$ cat src/rtl/multi_btn_ctl_if.sv
// multi_btn_ctl_if: button pins, repeat enables and debounced event outputs
//   pb_i            raw button pins, 1 = pressed
//   repeat_en_i     per-channel auto-repeat enable
//   pb_level_o      debounced level
//   press_pulse_o   1-cycle press event
//   release_pulse_o 1-cycle release event
//   long_pulse_o    1-cycle long-press event
//   repeat_pulse_o  1-cycle auto-repeat event
interface multi_btn_ctl_if #(parameter int N_BTN = 5);
   logic [N_BTN-1:0] pb_i;
   logic [N_BTN-1:0] repeat_en_i;
   logic [N_BTN-1:0] pb_level_o;
   logic [N_BTN-1:0] press_pulse_o;
   logic [N_BTN-1:0] release_pulse_o;
   logic [N_BTN-1:0] long_pulse_o;
   logic [N_BTN-1:0] repeat_pulse_o;
   modport master (output pb_i, repeat_en_i,
                   input pb_level_o, press_pulse_o, release_pulse_o, long_pulse_o, repeat_pulse_o);
   modport slave (input pb_i, repeat_en_i,
                  output pb_level_o, press_pulse_o, release_pulse_o, long_pulse_o, repeat_pulse_o);
endinterface

$ cat src/rtl/multi_btn_ctl.sv
// multi_btn_ctl: per-channel sync, debounce and press/release/long/repeat pulse generation
//   clk  system clock
//   rst  synchronous active-high reset
//   bus  multi_btn_ctl_if slave: pins/enables in, level and event pulses out
module multi_btn_ctl #(
   parameter int N_BTN        = 5,
   parameter int DB_TICKS     = 1_000_000,
   parameter int HOLD_TICKS   = 50_000_000,
   parameter int REPEAT_TICKS = 10_000_000,
   parameter int CNT_W        = 26
) (
   input logic             clk,
   input logic             rst,
   multi_btn_ctl_if.slave  bus
);
   typedef enum logic [1:0] {IDLE, PRESSED, HELD} state_t;
   logic [N_BTN-1:0] s1_q, s2_q;
   logic [N_BTN-1:0] lvl_v, prs_v, rel_v, lng_v, rpt_v;
   always_ff @(posedge clk) begin
      if (rst) begin
         s1_q <= '0;
         s2_q <= '0;
      end else begin
         s1_q <= bus.pb_i;
         s2_q <= s1_q;
      end
   end
   for (genvar c = 0; c < N_BTN; c++) begin : g_ch
      state_t           st_q, st_d;
      logic [CNT_W-1:0] db_q, db_d, hold_q, hold_d;
      logic             lvl_q, lvl_d, prs_q, prs_d, rel_q, rel_d, lng_q, lng_d, rpt_q, rpt_d;
      logic             db_done;
      assign db_done = db_q == CNT_W'(DB_TICKS - 1);
      // Events key off lvl_d so each pulse lands in the same cycle as its level edge.
      always_comb begin
         db_d   = (s2_q[c] != lvl_q && !db_done) ? db_q + CNT_W'(1) : '0;
         lvl_d  = (s2_q[c] != lvl_q && db_done) ? s2_q[c] : lvl_q;
         st_d   = st_q;
         hold_d = hold_q + CNT_W'(1);
         prs_d  = 1'b0;
         rel_d  = 1'b0;
         lng_d  = 1'b0;
         rpt_d  = 1'b0;
         case (st_q)
            IDLE: begin
               hold_d = '0;
               if (lvl_d && !lvl_q) begin
                  prs_d = 1'b1;
                  st_d  = PRESSED;
               end
            end
            PRESSED: begin
               if (!lvl_d) begin
                  rel_d = 1'b1;
                  st_d  = IDLE;
               end else if (hold_q == CNT_W'(HOLD_TICKS - 1)) begin
                  lng_d  = 1'b1;
                  hold_d = '0;
                  st_d   = HELD;
               end
            end
            HELD: begin
               if (!lvl_d) begin
                  rel_d = 1'b1;
                  st_d  = IDLE;
               end else if (hold_q == CNT_W'(REPEAT_TICKS - 1)) begin
                  rpt_d  = bus.repeat_en_i[c];
                  hold_d = '0;
               end
            end
            default: st_d = IDLE;
         endcase
      end
      always_ff @(posedge clk) begin
         if (rst) begin
            st_q   <= IDLE;
            db_q   <= '0;
            hold_q <= '0;
            lvl_q  <= 1'b0;
            prs_q  <= 1'b0;
            rel_q  <= 1'b0;
            lng_q  <= 1'b0;
            rpt_q  <= 1'b0;
         end else begin
            st_q   <= st_d;
            db_q   <= db_d;
            hold_q <= hold_d;
            lvl_q  <= lvl_d;
            prs_q  <= prs_d;
            rel_q  <= rel_d;
            lng_q  <= lng_d;
            rpt_q  <= rpt_d;
         end
      end
      assign lvl_v[c] = lvl_q;
      assign prs_v[c] = prs_q;
      assign rel_v[c] = rel_q;
      assign lng_v[c] = lng_q;
      assign rpt_v[c] = rpt_q;
   end
   assign bus.pb_level_o      = lvl_v;
   assign bus.press_pulse_o   = prs_v;
   assign bus.release_pulse_o = rel_v;
   assign bus.long_pulse_o    = lng_v;
   assign bus.repeat_pulse_o  = rpt_v;
endmodule
$ cat src/flat_wrapper.sv
// flat-port wrapper written by rule: the top's interface ports become plain ports
module multi_btn_ctl_flat 
#(
   parameter int N_BTN        = 5,
   parameter int DB_TICKS     = 1_000_000,
   parameter int HOLD_TICKS   = 50_000_000,
   parameter int REPEAT_TICKS = 10_000_000,
   parameter int CNT_W        = 26
)
  (clk, rst, bus_pb_i, bus_repeat_en_i, bus_pb_level_o, bus_press_pulse_o, bus_release_pulse_o, bus_long_pulse_o, bus_repeat_pulse_o);
  multi_btn_ctl_if #(.N_BTN(N_BTN)) bus_i ();
  input logic clk;
  input logic rst;
  input wire logic [$bits(bus_i.pb_i)-1:0] bus_pb_i;
  input wire logic [$bits(bus_i.repeat_en_i)-1:0] bus_repeat_en_i;
  output wire logic [$bits(bus_i.pb_level_o)-1:0] bus_pb_level_o;
  output wire logic [$bits(bus_i.press_pulse_o)-1:0] bus_press_pulse_o;
  output wire logic [$bits(bus_i.release_pulse_o)-1:0] bus_release_pulse_o;
  output wire logic [$bits(bus_i.long_pulse_o)-1:0] bus_long_pulse_o;
  output wire logic [$bits(bus_i.repeat_pulse_o)-1:0] bus_repeat_pulse_o;
  assign bus_i.pb_i = bus_pb_i;
  assign bus_i.repeat_en_i = bus_repeat_en_i;
  assign bus_pb_level_o = bus_i.pb_level_o;
  assign bus_press_pulse_o = bus_i.press_pulse_o;
  assign bus_release_pulse_o = bus_i.release_pulse_o;
  assign bus_long_pulse_o = bus_i.long_pulse_o;
  assign bus_repeat_pulse_o = bus_i.repeat_pulse_o;
  multi_btn_ctl #(.N_BTN(N_BTN), .DB_TICKS(DB_TICKS), .HOLD_TICKS(HOLD_TICKS), .REPEAT_TICKS(REPEAT_TICKS), .CNT_W(CNT_W)) u_core (.clk(clk), .rst(rst), .bus(bus_i));
endmodule
$ cat config.mk
export PLATFORM = sky130hd
export DESIGN_NAME = multi_btn_ctl_flat
export DESIGN_NICKNAME = d
export VERILOG_FILES = /design/src/rtl/multi_btn_ctl_if.sv /design/src/rtl/multi_btn_ctl.sv /design/src/flat_wrapper.sv
export SDC_FILE = /design/constraint.sdc
export NUM_CORES = 1
export LEC_CHECK = 0
export ABC_AREA = 1
export ABC_CLOCK_PERIOD_IN_PS = 5650
export BUFFER_PORTS_ARGS = -buffer_cell sky130_fd_sc_hd__buf_2
export CAP_MARGIN = 20
export CORE_MARGIN = 3
export CORE_UTILIZATION = 40
export DETAILED_ROUTE_END_ITERATION = 10
export GPL_ROUTABILITY_DRIVEN = 1
export RECOVER_POWER = 25
export SLEW_MARGIN = 20
export SYNTH_ARGS = -nofsm -noshare
export SYNTH_HDL_FRONTEND = slang
export SYNTH_SLANG_ARGS = --single-unit
$ cat constraint.sdc
create_clock -name clk -period 5.65 [get_ports clk]
set_clock_uncertainty 0.05 [all_clocks]
set_input_delay 0.565 -clock clk [delete_from_list [all_inputs] [get_ports clk]]
set_output_delay 0.565 -clock clk [all_outputs]
set_load 0.02 [all_outputs]
==> results.sh <==
export IMPL_viasPerCell=4.86
export IMPL_dp_hpwl_mm=26.6
export IMPL_clock_power_share_pct=54.1
export IMPL_r2r_end="u_core.g_ch[3].db_q[14]$_SDFF_PP0_"
export IMPL_cts_hold_buf=0
export IMPL_cp_common_cell="clkbuf_1"
export IMPL_start_util_pct=41.0
export IMPL_worst_pin_slew_ns=3.75
export IMPL_clockBufferDepth=3
export IMPL_firstDrtPassIters=5
export IMPL_crit_arrival_ns=3.84
export IMPL_core_area_sq_um=40200
export IMPL_p_total_mw=4.79
export IMPL_cts_setup_buffers=0
export IMPL_syn_nets=2497
export IMPL_wl_per_cell_microns=12.2
export IMPL_nets=2517
export IMPL_fin_cells=3027
export IMPL_final_layout_size_suffix_gt1_share_pct=5.68
export IMPL_hold_end="u_core.s1_q[3]$_SDFF_PP0_"
export IMPL_crit_chain="clkbuf_1 > clkbuf_1 > nor2_1"
export IMPL_start_kind="primary input"
export IMPL_min_path_cells=3
export IMPL_grtUsageTotal_pct=16.6
export IMPL_p_sw_uw=987
export IMPL_max_stage_delay_ns=2.67
export IMPL_p_seq_share_pct=45.1
export IMPL_holdWs_ns=0.201
export IMPL_p_comb_share_pct=0.8
export IMPL_synthesis_instances=2455
export IMPL_die_area_sq_um=43600
export IMPL_place_ws_ns=2.69
export IMPL_antenna_found_initial=0
export IMPL_ir_drop_mv=0.216
export IMPL_io_pins=37
export IMPL_cts_sink_count=305
export IMPL_cts_root_buf="clkbuf_16"
export IMPL_post_dp_cell_area_sq_um=17000
export IMPL_worst_slack_ns=1.97
export IMPL_vias=14719
export IMPL_path_delay_family="buffers and inverters"
export IMPL_rsz0062_at_grt="no"
export IMPL_first_iter_violations=799
export IMPL_grt_pass1_vias=13687
export IMPL_synth_edff_count=0
export IMPL_die_height_microns=209
export IMPL_holdCritStartpoint="bus_pb_i[3]"
export IMPL_ys_ff_latch=305
export IMPL_rows=73
export IMPL_fin_tns_setup_ns=0
export IMPL_slew_violations=71
export IMPL_async_reset_ff_share_pct=0
export IMPL_critPathKind="in2reg"
export IMPL_critical_path_max_fanout=70
export IMPL_drtAntennaViolNets=0
export IMPL_leakage_nw=6.83
export IMPL_final_hold_violation_count=0
export IMPL_setup_violations=0
export IMPL_synth_area_sq_um=16500
export IMPL_cp_slowest_cell="clkbuf_1"
export IMPL_synth_flop_cell="dfxtp_1"
export IMPL_rrSetupSlack_ns=2.93
export IMPL_p_int_mw=3.80
export IMPL_yosysSeqAreaShare_pct=37.1
export IMPL_final_common_cell="nand2_1"
export IMPL_fmaxAchievable_mhz=272
export IMPL_endpoint_kind="flip-flop"
export IMPL_drt_wl_total_mm=36.8
export IMPL_grt_max_degree=71
export IMPL_drv_cap=1
export IMPL_slew_headroom_pct=-150
export IMPL_stdcell_area_sq_um=18200
export IMPL_drc=0
export IMPL_synth_cell_types=43
export IMPL_clock_latency_ns=0.55
export IMPL_avgSynthCellArea_sq_um=6.71
export IMPL_required_ns=5.81
export IMPL_cts_tree="done"
export IMPL_r2r_start="u_core.g_ch[3].db_q[0]$_SDFF_PP0_"
export IMPL_path_clk_slew_ns=0.06
export IMPL_path_buf_inv=2
export IMPL_yosys_warnings=0
export IMPL_syn_to_final_growth_pct=10.6
export IMPL_io_buffers=36
export IMPL_swShare_pct=20.6
export IMPL_overflow=0
export IMPL_gp_congestion=0.906
export IMPL_grt_pass1_wl_mm=63.1
export IMPL_cts_made_buffers=37
export IMPL_outcome="complete, but fails checks"
export IMPL_antennaDiodeCount=0
export IMPL_violations="capacitance limit, slew limit"
export IMPL_postLayoutCoreUtil_pct=45.3
export IMPL_dp_cells=2961
export IMPL_die_w_microns=209
export IMPL_post_route_period_util_pct=65.2
export IMPL_holdCritPathClass="in2reg"
export IMPL_power_density_nw_per_um2=263
export IMPL_period_needed_ns=3.68
export IMPL_ctsResizeCount=0
export IMPL_layout_common_cells="nand2_1 (487), nor2_1 (467), inv_1 (366), dfxtp_1 (305), nand3_1 (159)"
export IMPL_fill_cells=4150
export IMPL_cts_htree_levels=2
export IMPL_rr_worst_depth=10
metal layers:
layer	global-route usage, %	wire length, microns
met1	22.0	17800
met2	28.0	16600
met3	3.08	1500
met4	4.60	846
met5	0	0
power groups by stage:
stage,Sequential (mW),Clock [mW],Combinational (mW)
floorplan,2.20,0,0.0265
global placement,2.21,0,0.0412
detailed placement,2.21,0,0.0415
CTS,2.16,2.69,0.0417
global route,2.16,2.76,0.0447
finish,2.16,2.59,0.0399
sequential cells by signal, indices dropped and copies added, names as in the netlist:
register            flops
u_core.g_ch.db_q      130
u_core.s1_q             5
u_core.g_ch.lvl_q       5
u_core.g_ch.lng_q       5
u_core.g_ch.hold_q    130
u_core.g_ch.rel_q       5
u_core.s2_q             5
u_core.g_ch.rpt_q       5
u_core.g_ch.st_q       10
u_core.g_ch.prs_q       5
cell type report:
class / count / area [sq um] / area share (%)
Inverter: 368 / 1380 / 7.59
Clock inverter: 21 / 324 / 1.78
Multi-Input combinational cell: 1725 / 8580 / 47.1
Clock buffer: 45 / 1010 / 5.52
Timing Repair Buffer: 38 / 159 / 0.873
Sequential cell: 305 / 6110 / 33.5
Tap cell: 525 / 657 / 3.61
cell usage after synthesis (4+ instances only):
cell        n  area [sq um]
nor4_1     26           163
nor2_1    465          1750
nand3_1   158           791
nand2_4     5          56.3
or2_2      16           100
ha_1       30           375
a31oi_1     5          31.3
a21oi_1    72           360
nor3_1    114           571
inv_1     367          1380
buf_1       4          15.0
xnor2_1    31           272
nand2_2    13          81.3
nor3b_1    21           158
nor2_2     18           113
clkbuf_1   14          52.6
nand3b_1    5          37.5
o21ai_0    39           195
and3_1      7          43.8
nor3_2      6          60.1
dfxtp_1   305          6110
nand4_1    90           563
o21a_1      6          45.0
nor2_4      4          45.0
xor2_1     87           762
nand3_2     6          60.1
buf_4      25           188
buf_2       7          35.0
nand2_1   482          1810
buf_6       7          78.8
worst reg2reg max path: stages (launching register included):
cell and delay, ns:
dfxtp_1 0.37, ha_1 0.22, nand2_2 0.08, nor2_1 0.31
nand3_2 0.10, nor2_1 0.27, nand2_2 0.12, nand3_1 0.59
inv_1 0.29, o21ai_0 0.16, nor2_1 0.07
how the worst max path moves through the flow:
stage | start | to | slack (ns) | cells after the start
after floorplan | u_core.g_ch[3].db_q[0]$_SDFF_PP0_ | u_core.g_ch[3].hold_q[8]$_SDFF_PP0_ | 3.82 | 12
after global placement | rst | u_core.g_ch[3].db_q[14]$_SDFF_PP0_ | 2.69 | 7
after detailed placement | rst | u_core.g_ch[3].db_q[14]$_SDFF_PP0_ | 2.69 | 7
after CTS | u_core.g_ch[1].db_q[0]$_SDFF_PP0_ | u_core.g_ch[1].db_q[10]$_SDFF_PP0_ | 3.07 | 10
after global routing | rst | u_core.g_ch[0].lng_q$_SDFF_PP0_ | 1.67 | 4
final | rst | u_core.g_ch[3].rel_q$_SDFF_PP0_ | 1.97 | 3
logic make-up after synthesis:
| family | share of synthesized area, % |
|---|---|
| simple gates | 39.3 |
| xor+xnor | 6.27 |
| buf+inv | 10.6 |
| compound gates | 4.42 |
| flops | 37.1 |
| fa+ha+maj | 2.28 |
Power figures use the tool's default switching activity.
